## config.mk

```make
export PLATFORM = sky130hd
export DESIGN_NAME = itch_stream_framer_flat
export DESIGN_NICKNAME = d
export VERILOG_FILES = /design/src/rtl/itch_stream_framer_if.sv /design/src/rtl/itch_stream_framer.sv /design/src/flat_wrapper.sv
export SDC_FILE = /design/constraint.sdc
export NUM_CORES = 1
export LEC_CHECK = 0
export CORE_AREA = 2 2 179 313
export CTS_BUF_LIST = sky130_fd_sc_hd__clkbuf_4 sky130_fd_sc_hd__clkbuf_8 sky130_fd_sc_hd__clkbuf_16
export CTS_CLUSTER_DIAMETER = 120
export CTS_CLUSTER_SIZE = 30
export DETAILED_ROUTE_END_ITERATION = 10
export DIE_AREA = 0 0 181 315
export SETUP_SLACK_MARGIN = 0.5
export SLEW_MARGIN = 20
export SYNTH_ARGS = -nofsm -noshare
export SYNTH_HDL_FRONTEND = slang
export SYNTH_SLANG_ARGS = --single-unit
```

## constraint.sdc

```tcl
create_clock -name clk -period 5.9 [get_ports clk]
set_clock_uncertainty 0.2 [all_clocks]
set_input_delay 1.18 -clock clk [delete_from_list [all_inputs] [get_ports clk]]
set_output_delay 1.18 -clock clk [all_outputs]
set_load 0.01 [all_outputs]
```

## src/rtl/itch_stream_framer_if.sv

```systemverilog
// Byte-stream bundle between the raw ITCH source, the framer and the speculative decoders.
// The slave view belongs to the framer; the master view belongs to whatever drives and observes it.
interface itch_stream_framer_if;
    logic [7:0] in_byte;
    logic       in_valid;
    logic       in_ready;
    logic [7:0] byte_out;
    logic       valid_out;
    logic       last_out;

    modport master (
        output in_byte, in_valid,
        input  in_ready, byte_out, valid_out, last_out
    );

    modport slave (
        input  in_byte, in_valid,
        output in_ready, byte_out, valid_out, last_out
    );
endinterface

```

## src/rtl/itch_stream_framer.sv

```systemverilog
// Strips the 2-byte big-endian length prefix, buffers each message whole and replays it
// as one bubble-free burst followed by an idle gap, so decoders see boundaries as valid falling.
module itch_stream_framer #(
    parameter int MAX_MSG_LEN = 64,
    parameter int GAP_CYCLES  = 1
) (
    input  logic                       clk,
    input  logic                       rst,
    itch_stream_framer_if.slave        bus,
    output logic [15:0]                msg_count,
    output logic [15:0]                drop_count,
    output logic                       oversize_err
);

    localparam int IDX_W  = $clog2(MAX_MSG_LEN + 1);
    localparam int ADDR_W = (MAX_MSG_LEN > 1) ? $clog2(MAX_MSG_LEN) : 1;
    localparam int GAP_W  = (GAP_CYCLES > 1) ? $clog2(GAP_CYCLES) : 1;

    typedef enum logic [2:0] {
        LEN_HI,
        LEN_LO,
        LOAD,
        DROP,
        EMIT,
        GAP
    } state_t;

    state_t             state;
    state_t             state_next;
    logic [15:0]        len_q;
    logic [IDX_W-1:0]   wr_idx;
    logic [IDX_W-1:0]   rd_idx;
    logic [GAP_W-1:0]   gap_cnt;
    logic [7:0]         msg_buf [MAX_MSG_LEN];

    logic               xfer;
    logic [15:0]        full_len;
    logic [IDX_W-1:0]   msg_len;
    logic [IDX_W-1:0]   last_idx;
    logic               load_done;

    function automatic logic [15:0] sat_inc(input logic [15:0] v);
        return (v == 16'hFFFF) ? v : v + 16'd1;
    endfunction

    // Ready is gated by reset so the source never transfers during the reset cycle.
    assign bus.in_ready = rst && (state inside {LEN_HI, LEN_LO, LOAD, DROP});
    assign xfer         = bus.in_valid && bus.in_ready;
    assign full_len     = {len_q[15:8], bus.in_byte};
    assign msg_len      = len_q[IDX_W-1:0];
    assign last_idx     = msg_len - IDX_W'(1);
    assign load_done    = xfer && (state == LOAD) && (wr_idx == last_idx);

    always_ff @(posedge clk) begin
        if (!rst) begin
            state <= LEN_HI;
        end else begin
            state <= state_next;
        end
    end

    always_comb begin
        state_next = state;
        case (state)
            LEN_HI: if (xfer) state_next = LEN_LO;
            LEN_LO: begin
                if (xfer) begin
                    if (full_len == 16'd0) begin
                        state_next = LEN_HI;
                    end else if (full_len > 16'(MAX_MSG_LEN)) begin
                        state_next = DROP;
                    end else begin
                        state_next = LOAD;
                    end
                end
            end
            LOAD:   if (load_done) state_next = EMIT;
            DROP:   if (xfer && (len_q == 16'd1)) state_next = LEN_HI;
            EMIT:   if (rd_idx == msg_len) state_next = GAP;
            GAP:    if (gap_cnt == GAP_W'(GAP_CYCLES - 1)) state_next = LEN_HI;
            default: state_next = LEN_HI;
        endcase
    end

    // Payload storage needs no reset; a truncated message is simply overwritten.
    always_ff @(posedge clk) begin
        if (xfer && (state == LOAD)) begin
            msg_buf[wr_idx[ADDR_W-1:0]] <= bus.in_byte;
        end
    end

    always_ff @(posedge clk) begin
        if (!rst) begin
            len_q         <= 16'd0;
            wr_idx        <= '0;
            rd_idx        <= '0;
            gap_cnt       <= '0;
            bus.byte_out  <= 8'h00;
            bus.valid_out <= 1'b0;
            bus.last_out  <= 1'b0;
            msg_count     <= 16'd0;
            drop_count    <= 16'd0;
            oversize_err  <= 1'b0;
        end else begin
            oversize_err <= 1'b0;
            case (state)
                LEN_HI: begin
                    if (xfer) len_q[15:8] <= bus.in_byte;
                end
                LEN_LO: begin
                    if (xfer) begin
                        len_q  <= full_len;
                        wr_idx <= '0;
                        if (full_len == 16'd0) begin
                            drop_count <= sat_inc(drop_count);
                        end else if (full_len > 16'(MAX_MSG_LEN)) begin
                            oversize_err <= 1'b1;
                            drop_count   <= sat_inc(drop_count);
                        end
                    end
                end
                LOAD: begin
                    if (xfer) wr_idx <= wr_idx + IDX_W'(1);
                    // A one-byte message is still in flight on in_byte, so bypass the buffer.
                    if (load_done) begin
                        bus.byte_out  <= (wr_idx == '0) ? bus.in_byte : msg_buf[0];
                        bus.valid_out <= 1'b1;
                        bus.last_out  <= (wr_idx == '0);
                        rd_idx        <= IDX_W'(1);
                        if (wr_idx == '0) msg_count <= sat_inc(msg_count);
                    end
                end
                DROP: begin
                    if (xfer) len_q <= len_q - 16'd1;
                end
                EMIT: begin
                    if (rd_idx == msg_len) begin
                        bus.valid_out <= 1'b0;
                        bus.last_out  <= 1'b0;
                        gap_cnt       <= '0;
                    end else begin
                        bus.byte_out  <= msg_buf[rd_idx[ADDR_W-1:0]];
                        bus.valid_out <= 1'b1;
                        bus.last_out  <= (rd_idx == last_idx);
                        rd_idx        <= rd_idx + IDX_W'(1);
                        if (rd_idx == last_idx) msg_count <= sat_inc(msg_count);
                    end
                end
                GAP: begin
                    gap_cnt <= gap_cnt + GAP_W'(1);
                end
                default: ;
            endcase
        end
    end

endmodule
```

## src/flat_wrapper.sv

```systemverilog
// flat-port wrapper written by rule: the top's interface ports become plain ports
module itch_stream_framer_flat 
#(
    parameter int MAX_MSG_LEN = 64,
    parameter int GAP_CYCLES  = 1
)
  (clk, rst, msg_count, drop_count, oversize_err, bus_in_byte, bus_in_valid, bus_in_ready, bus_byte_out, bus_valid_out, bus_last_out);
  itch_stream_framer_if bus_i ();
  input  logic clk;
  input  logic rst;
  output logic [15:0] msg_count;
  output logic [15:0] drop_count;
  output logic oversize_err;
  input wire logic [$bits(bus_i.in_byte)-1:0] bus_in_byte;
  input wire logic [$bits(bus_i.in_valid)-1:0] bus_in_valid;
  output wire logic [$bits(bus_i.in_ready)-1:0] bus_in_ready;
  output wire logic [$bits(bus_i.byte_out)-1:0] bus_byte_out;
  output wire logic [$bits(bus_i.valid_out)-1:0] bus_valid_out;
  output wire logic [$bits(bus_i.last_out)-1:0] bus_last_out;
  assign bus_i.in_byte = bus_in_byte;
  assign bus_i.in_valid = bus_in_valid;
  assign bus_in_ready = bus_i.in_ready;
  assign bus_byte_out = bus_i.byte_out;
  assign bus_valid_out = bus_i.valid_out;
  assign bus_last_out = bus_i.last_out;
  itch_stream_framer #(.MAX_MSG_LEN(MAX_MSG_LEN), .GAP_CYCLES(GAP_CYCLES)) u_core (.clk(clk), .rst(rst), .bus(bus_i), .msg_count(msg_count), .drop_count(drop_count), .oversize_err(oversize_err));
endmodule
```

## After elaboration in Yosys (flattened, before gate mapping)

Memory sizes are Yosys's and may differ from the RTL's. A register that Yosys moved wholly into a read port is not among the register bits.
Cells that the tools add are included.

| operators by class | value |
|---|---|
| add/subtract/negate cells | 7 |
| order comparisons | 1 |
| equality and inequality tests | 22 |
| muxes and demuxes | 46 |
| bitwise gates (word level) | 3 |
| reductions and logical operators | 25 |

Operators with widths:

| cell | count |
|---|---|
| $mux 16 | 9 |
| $mux 8 | 5 |
| $add 16x1->16 const B | 2 |
| $eq 16x16->1 const B | 2 |
| $pmux 16 s2 | 1 |
| $pmux 8 s2 | 2 |
| $mux 7 | 4 |
| $pmux 7 s2 | 2 |
| $pmux 8 s3 | 1 |
| $eq 7x7->1 | 3 |
| $mux 3 | 7 |
| $pmux 3 s6 | 1 |
| $eq 16x1->1 const B | 1 |
| $gt 16x7->1 const B | 1 |
| $logic_not 16->1 | 1 |
| $sub 16x1->16 const B | 1 |
| $add 7x1->7 const B | 2 |
| $ne 2x1->1 const B | 7 |
| $mux 6 | 2 |
| $reduce_and 3->1 | 4 |
| $reduce_bool 2->1 | 6 |
| $mux 1 | 9 |
| $ne 2x2->1 const B | 4 |
| $logic_not 7->1 | 1 |
| other kinds (15) | 26 |

| storage, ports and cells | value |
|---|---|
| flip-flop bits (word level) | 77 |
| bits in writable memories | 512 |
| input bits | 11 |
| output and inout bits | 44 |
| memories kept | 1 |

Memories:

| name | depth | width | read ports | clocked after Yosys merged registers in | wr ports | RTL line | RTL |
|---|---|---|---|---|---|---|---|
| u_core.msg_buf | 64 | 8 | 2 | 1 | 1 | itch_stream_framer.sv:34 | `logic [7:0] msg_buf [MAX_MSG_LEN];` |

## Logic depth before layout (Yosys ltp)

| depth | value |
|---|---|
| word-level depth | 10 |
| depth in mapped cells | 12 |
| depth with buffers taken out | 10 |

## Least setup slack after synthesis

No wires, ideal clock.

| timing | value |
|---|---|
| path kind | input to register |
| from | input port rst |
| to | register u_core.msg_count[5] |
| setup time | 0.128 ns |
| arrival | 3.225 ns |
| data required time | 5.572 ns |
| slack | 2.347 ns |
| stages on the path | 9 |
| cells stage by stage | clkbuf_1 -> nand3b_1 -> nor3b_1 -> nand4_1 -> nor4_2 -> o21ai_2 -> or4_1 -> xnor2_1 -> nor2_1 |

| on the way | value |
|---|---|
| cells in the longest elaborated chain, start to end | 6 |

Ends and longest elaborated chain:

| item | RTL line | RTL |
|---|---|---|
| start: declaration | flat_wrapper.sv:10 | `input logic rst;` |
| $logic_and 1x1->1 | itch_stream_framer.sv:47 | `assign bus.in_ready = rst && (state inside {LEN_HI, LEN_LO, LOAD, DROP});` |
| $logic_and 1x1->1 | itch_stream_framer.sv:48 | `assign xfer = bus.in_valid && bus.in_ready;` |
| $logic_and 1x1->1 (2 in series) | itch_stream_framer.sv:52 | `assign load_done = xfer && (state == LOAD) && (wr_idx == last_idx);` |
| $ne 2x1->1 (no source line) | - |  |
| $reduce_and 5->1 (no source line) | - |  |
| end signal: assignment | itch_stream_framer.sv:130 | `if (wr_idx == '0) msg_count <= sat_inc(msg_count);` |
| end signal: assignment | itch_stream_framer.sv:146 | `if (rd_idx == last_idx) msg_count <= sat_inc(msg_count);` |
| end: declaration | itch_stream_framer.sv:10 | `output logic [15:0] msg_count,` |

Several ways; a longest one is shown, not always the timed one.
A chain may end at the register's enable or synchronous reset.

## Worst setup path in the final report

| timing | value |
|---|---|
| from | input port rst |
| to | output port bus_in_ready |

| on the way | value |
|---|---|
| cells in the longest elaborated chain, start to end | 1 |

Ends and longest elaborated chain:

| item | RTL line | RTL |
|---|---|---|
| $logic_and 1x1->1 | itch_stream_framer.sv:47 |  |
| end: declaration | flat_wrapper.sv:16 | `output wire logic [$bits(bus_i.in_ready)-1:0] bus_in_ready;` |

Every way passes these cells.

==> summary.md <==
| Metric | Value |
|---|---|
| Cell count after synthesis | 1517 |
| Max-cap violations | 0 |
| Vias in the first global route | 13600 |
| Routability Congestion | 0.846 |
| Count of final setup violators | 0 |
| Worst skew pair latency | 0.59 ns |
| CP dominant cell by count | clkdlybuf4s50_1 |
| Total GRT Usage | 0.204 |
| CTS Buffer Depth | 3 |
| Ports | 55 |
| Tmin final | 4.18 ns |
| CTS Root Buffer Type | clkbuf_16 |
| DP Worst Slack | 1.18 ns |
| Async SR Flop Fraction | 0 |
| Crit path cell chain | clkdlybuf4s50_1, buf_4, inv_2, nor2_1, clkdlybuf4s50_1 |
| Htree depth | 1 |
| First-pass GRT wire length | 86.6 mm |
| Final-layout fill cell count | 4685 |
| Register bit total from synthesis | 595 |
| Worst hold path depth | 2 |
| Via density | 5.87 |
| Largest net degree at the start of global routing | 69 |
| Worst slew pin tran | 1.06 ns |
| Worst Slack Setup Final | 1.72 ns |
| Overflow after GRT | 0 |
| Area growth from synthesis to layout | 7.92% |
| Worst hold endpoint | u_core.len_q[11]$_SDFFE_PN0P_ |
| Die W | 181 um |
| Layout cells sized above 1 | 0.140 |
| CTS Hold Bufs | 0 |
| Sw power | 1.36 mW |
| Row cnt | 114 |
| Average size of a mapped cell | 16.0 um^2 |
| Post-synth net total | 1535 |
| Initial antenna violation count | 0 |
| Chip height | 315 um |
| Internal power | 5.43 mW |
| Die Footprint | 0.0570 mm^2 |
| Mapped cell area | 0.0243 mm^2 |
| Number of gates resized after CTS | 0 |
| Min-delay worst type | reg -> reg |
| Final slew viol count | 0 |
| Starting Density | 0.444 |
| Hold Violations, Final | 0 |
| Clock sinks | 595 |
| Initial DRC Count | 1136 |
| Worst path bufs/invs | 4 |
| Synthesis warning total | 0 |
| Commonest register cell after synthesis | edfxtp_1 |
| Vias | 13200 |
| DRC Markers | 0 |
| DR pass1 iterations | 7 |
| Max IR drop VDD | 173 uV |
| Most common cell after layout, fill and taps aside | edfxtp_1 |
| CP arrival | 2.80 ns |
| Final Cycle Share | 0.708 |
| Net Sw Frac | 0.200 |
| Cell Pwr Density | 259 mW/mm^2 |
| WL per Instance | 25.7 um |
| Reg power frac | 0.673 |
| Static Leakage | 7.75 nW |
| Synth unique cells | 60 |
| CP max stage delay | 0.61 ns |
| NumNets Final | 1552 |
| IO Port Bufs | 54 |
| RSZ-0062 raised after global routing | no |
| Max-slew headroom | 0.289 |
| Post-synthesis sequential area ratio | 0.701 |
| R2R depth | 9 |
| Routed Antenna Nets | 0 |
| Clock power share | 0.300 |
| CP Launch Type | primary input |
| CP top delay family | buffers and inverters |
| FMAX | 239 MHz |
| Worst-path fanout max | 18 |
| FF-to-FF setup slack | 2.09 ns |
| Post-synth EDFFs | 512 |
| CTS clock-pin slew for the worst setup and hold paths | 0.11 ns |
| Min-delay src | u_core.len_q[11]$_SDFFE_PN0P_ |
| Slowest CP cell | clkdlybuf4s50_1 |
| Final wirelength | 57.8 mm |
| Total CTS buffers | 23 |
| Crit path capture type | output pin |
| Status | finished, final reports clean |
| Commonest non-fill, non-tap cells in the layout | edfxtp_1 (512), nor2_1 (166), mux4_2 (112) |
| TNS Setup | 0 ns |
| RR Endpoint | u_core.bus.byte_out[4]$_SDFFE_PN0P_ |
| Comb power frac | 0.026 |
| Kind of critical path | in -> out |
| Dpl hpwl | 37.8 mm |
| CORE AREA | 0.0548 mm^2 |
| Setup Fix Bufs, Post-CTS | 0 |
| # diodes | 0 |
| Required time of the critical path | 4.52 ns |
| CTS tree | done |
-- per-layer routing --
| layer | GRT usage | part of all wire |
|---|---|---|
| met5 | 0 | 0 |
| met4 | 0.0881 | 0.046 |
| met3 | 0.0177 | 0.037 |
| met2 | 0.388 | 0.55 |
| met1 | 0.233 | 0.37 |
-- how the worst max path moves through the flow --
stage	to	start	slack [ns]	cells past startpoint
after detailed placement	u_core.drop_count[15]$_SDFFE_PN0P_	bus_in_byte[2]	1.18	9
after global placement	u_core.drop_count[13]$_SDFFE_PN0P_	bus_in_byte[2]	1.23	8
after global routing	bus_in_ready	rst	1.67	5
after CTS	bus_in_ready	rst	1.71	5
final	bus_in_ready	rst	1.72	5
after floorplan	u_core.msg_count[5]$_SDFFE_PN0P_	rst	2.35	9
-- state kept, by name (all words and copies together), names as in the netlist, named ones only --
register              cells
u_core.msg_buf          512
u_core.bus.byte_out       8
u_core.drop_count        16
u_core.wr_idx             7
u_core.msg_count         16
u_core.oversize_err       1
u_core.gap_cnt            1
u_core.rd_idx             7
u_core.len_q             16
u_core.state              3
u_core.bus.valid_out      1
u_core.bus.last_out       1
-- worst reg2reg max path: stages (launching register included) --
cell and delay, ns:
dfxtp_4 0.81, buf_4 0.51, mux4_2 0.56, mux2_2 0.31, nand2_1 0.09, nand4_1 0.15
a211oi_1 0.74, a32oi_1 0.10, mux2i_1 0.17, nor2_1 0.05
-- cell families (layout without fill, tap and decap cells) --
family,after synthesis,in the layout,synth area share
multiplexers,168,168,0.127
XOR/XNOR,53,53,0.0191
AO/OA/AOI/OAI,187,187,0.0508
buffers and inverters,98,131,0.0171
flip-flops,595,595,0.701
AND/OR/NAND/NOR,409,409,0.0808
adder cells (fa/ha/maj),7,7,0.00361
-- per-stage QoR --
stage / instance area, um^2 / utilization / cells / hold slack (ns) / power (mW)
3_5_place_dp: 25500 / 0.466 / 2205 / 0.283 / 4.85
5_1_grt: 26200 / 0.479 / 2246 / 0.332 / 7.00
4_1_cts: 26200 / 0.479 / 2246 / 0.301 / 6.85
3_3_place_gp: 25500 / 0.466 / 2205 / 0.266 / 4.84
6_report: 26200 / 0.479 / 2246 / 0.299 / 6.79
2_1_floorplan: 24300 / - / 1517 / 0.254 / 4.74
-- layout make-up --
type	count	area [um^2]	area share
multi-input combinational	824	6860	0.262
clock buffer	40	703	0.0268
timing repair buffer	76	678	0.0259
inverter	14	52.6	0.00200
sequential	595	17000	0.650
tap	696	871	0.0332
clock inverter	1	7.51	0.000286
-- power groups by stage --
stage / clock [mW] / sequential, mW / combinational (mW)
after global placement: 0 / 4.67 / 0.176
after CTS: 2.10 / 4.57 / 0.182
after global routing: 2.22 / 4.57 / 0.197
after floorplan: 0 / 4.66 / 0.0794
final: 2.04 / 4.57 / 0.179
after detailed placement: 0 / 4.67 / 0.182
-- Yosys cell counts (5+ instances only) --
cell	count	area, um^2
edfxtp_1	512	15400
nor2_1	166	623
mux4_2	112	2520
nand2_1	95	357
dfxtp_1	83	1660
a22oi_1	64	480
a21oi_1	50	250
mux2i_1	48	480
clkbuf_1	47	176
nand3_1	37	185
o21ai_0	29	145
xor2_1	27	236
xnor2_1	26	228
buf_1	19	71.3
nand4_1	17	106
a211oi_1	13	97.6
buf_2	13	65.1
nor3_1	13	65.1
inv_1	12	45.0
and3_1	9	56.3
a32oi_1	8	70.1
mux2_2	8	90.1
nand2b_1	8	50.1
or3_1	8	50.1
and4_1	7	61.3
ha_1	7	87.6
nor4_1	7	43.8
nor2b_1	6	37.5
nand3b_1	5	37.5
nor3b_1	5	37.5
(Power assumes the default switching activity.)
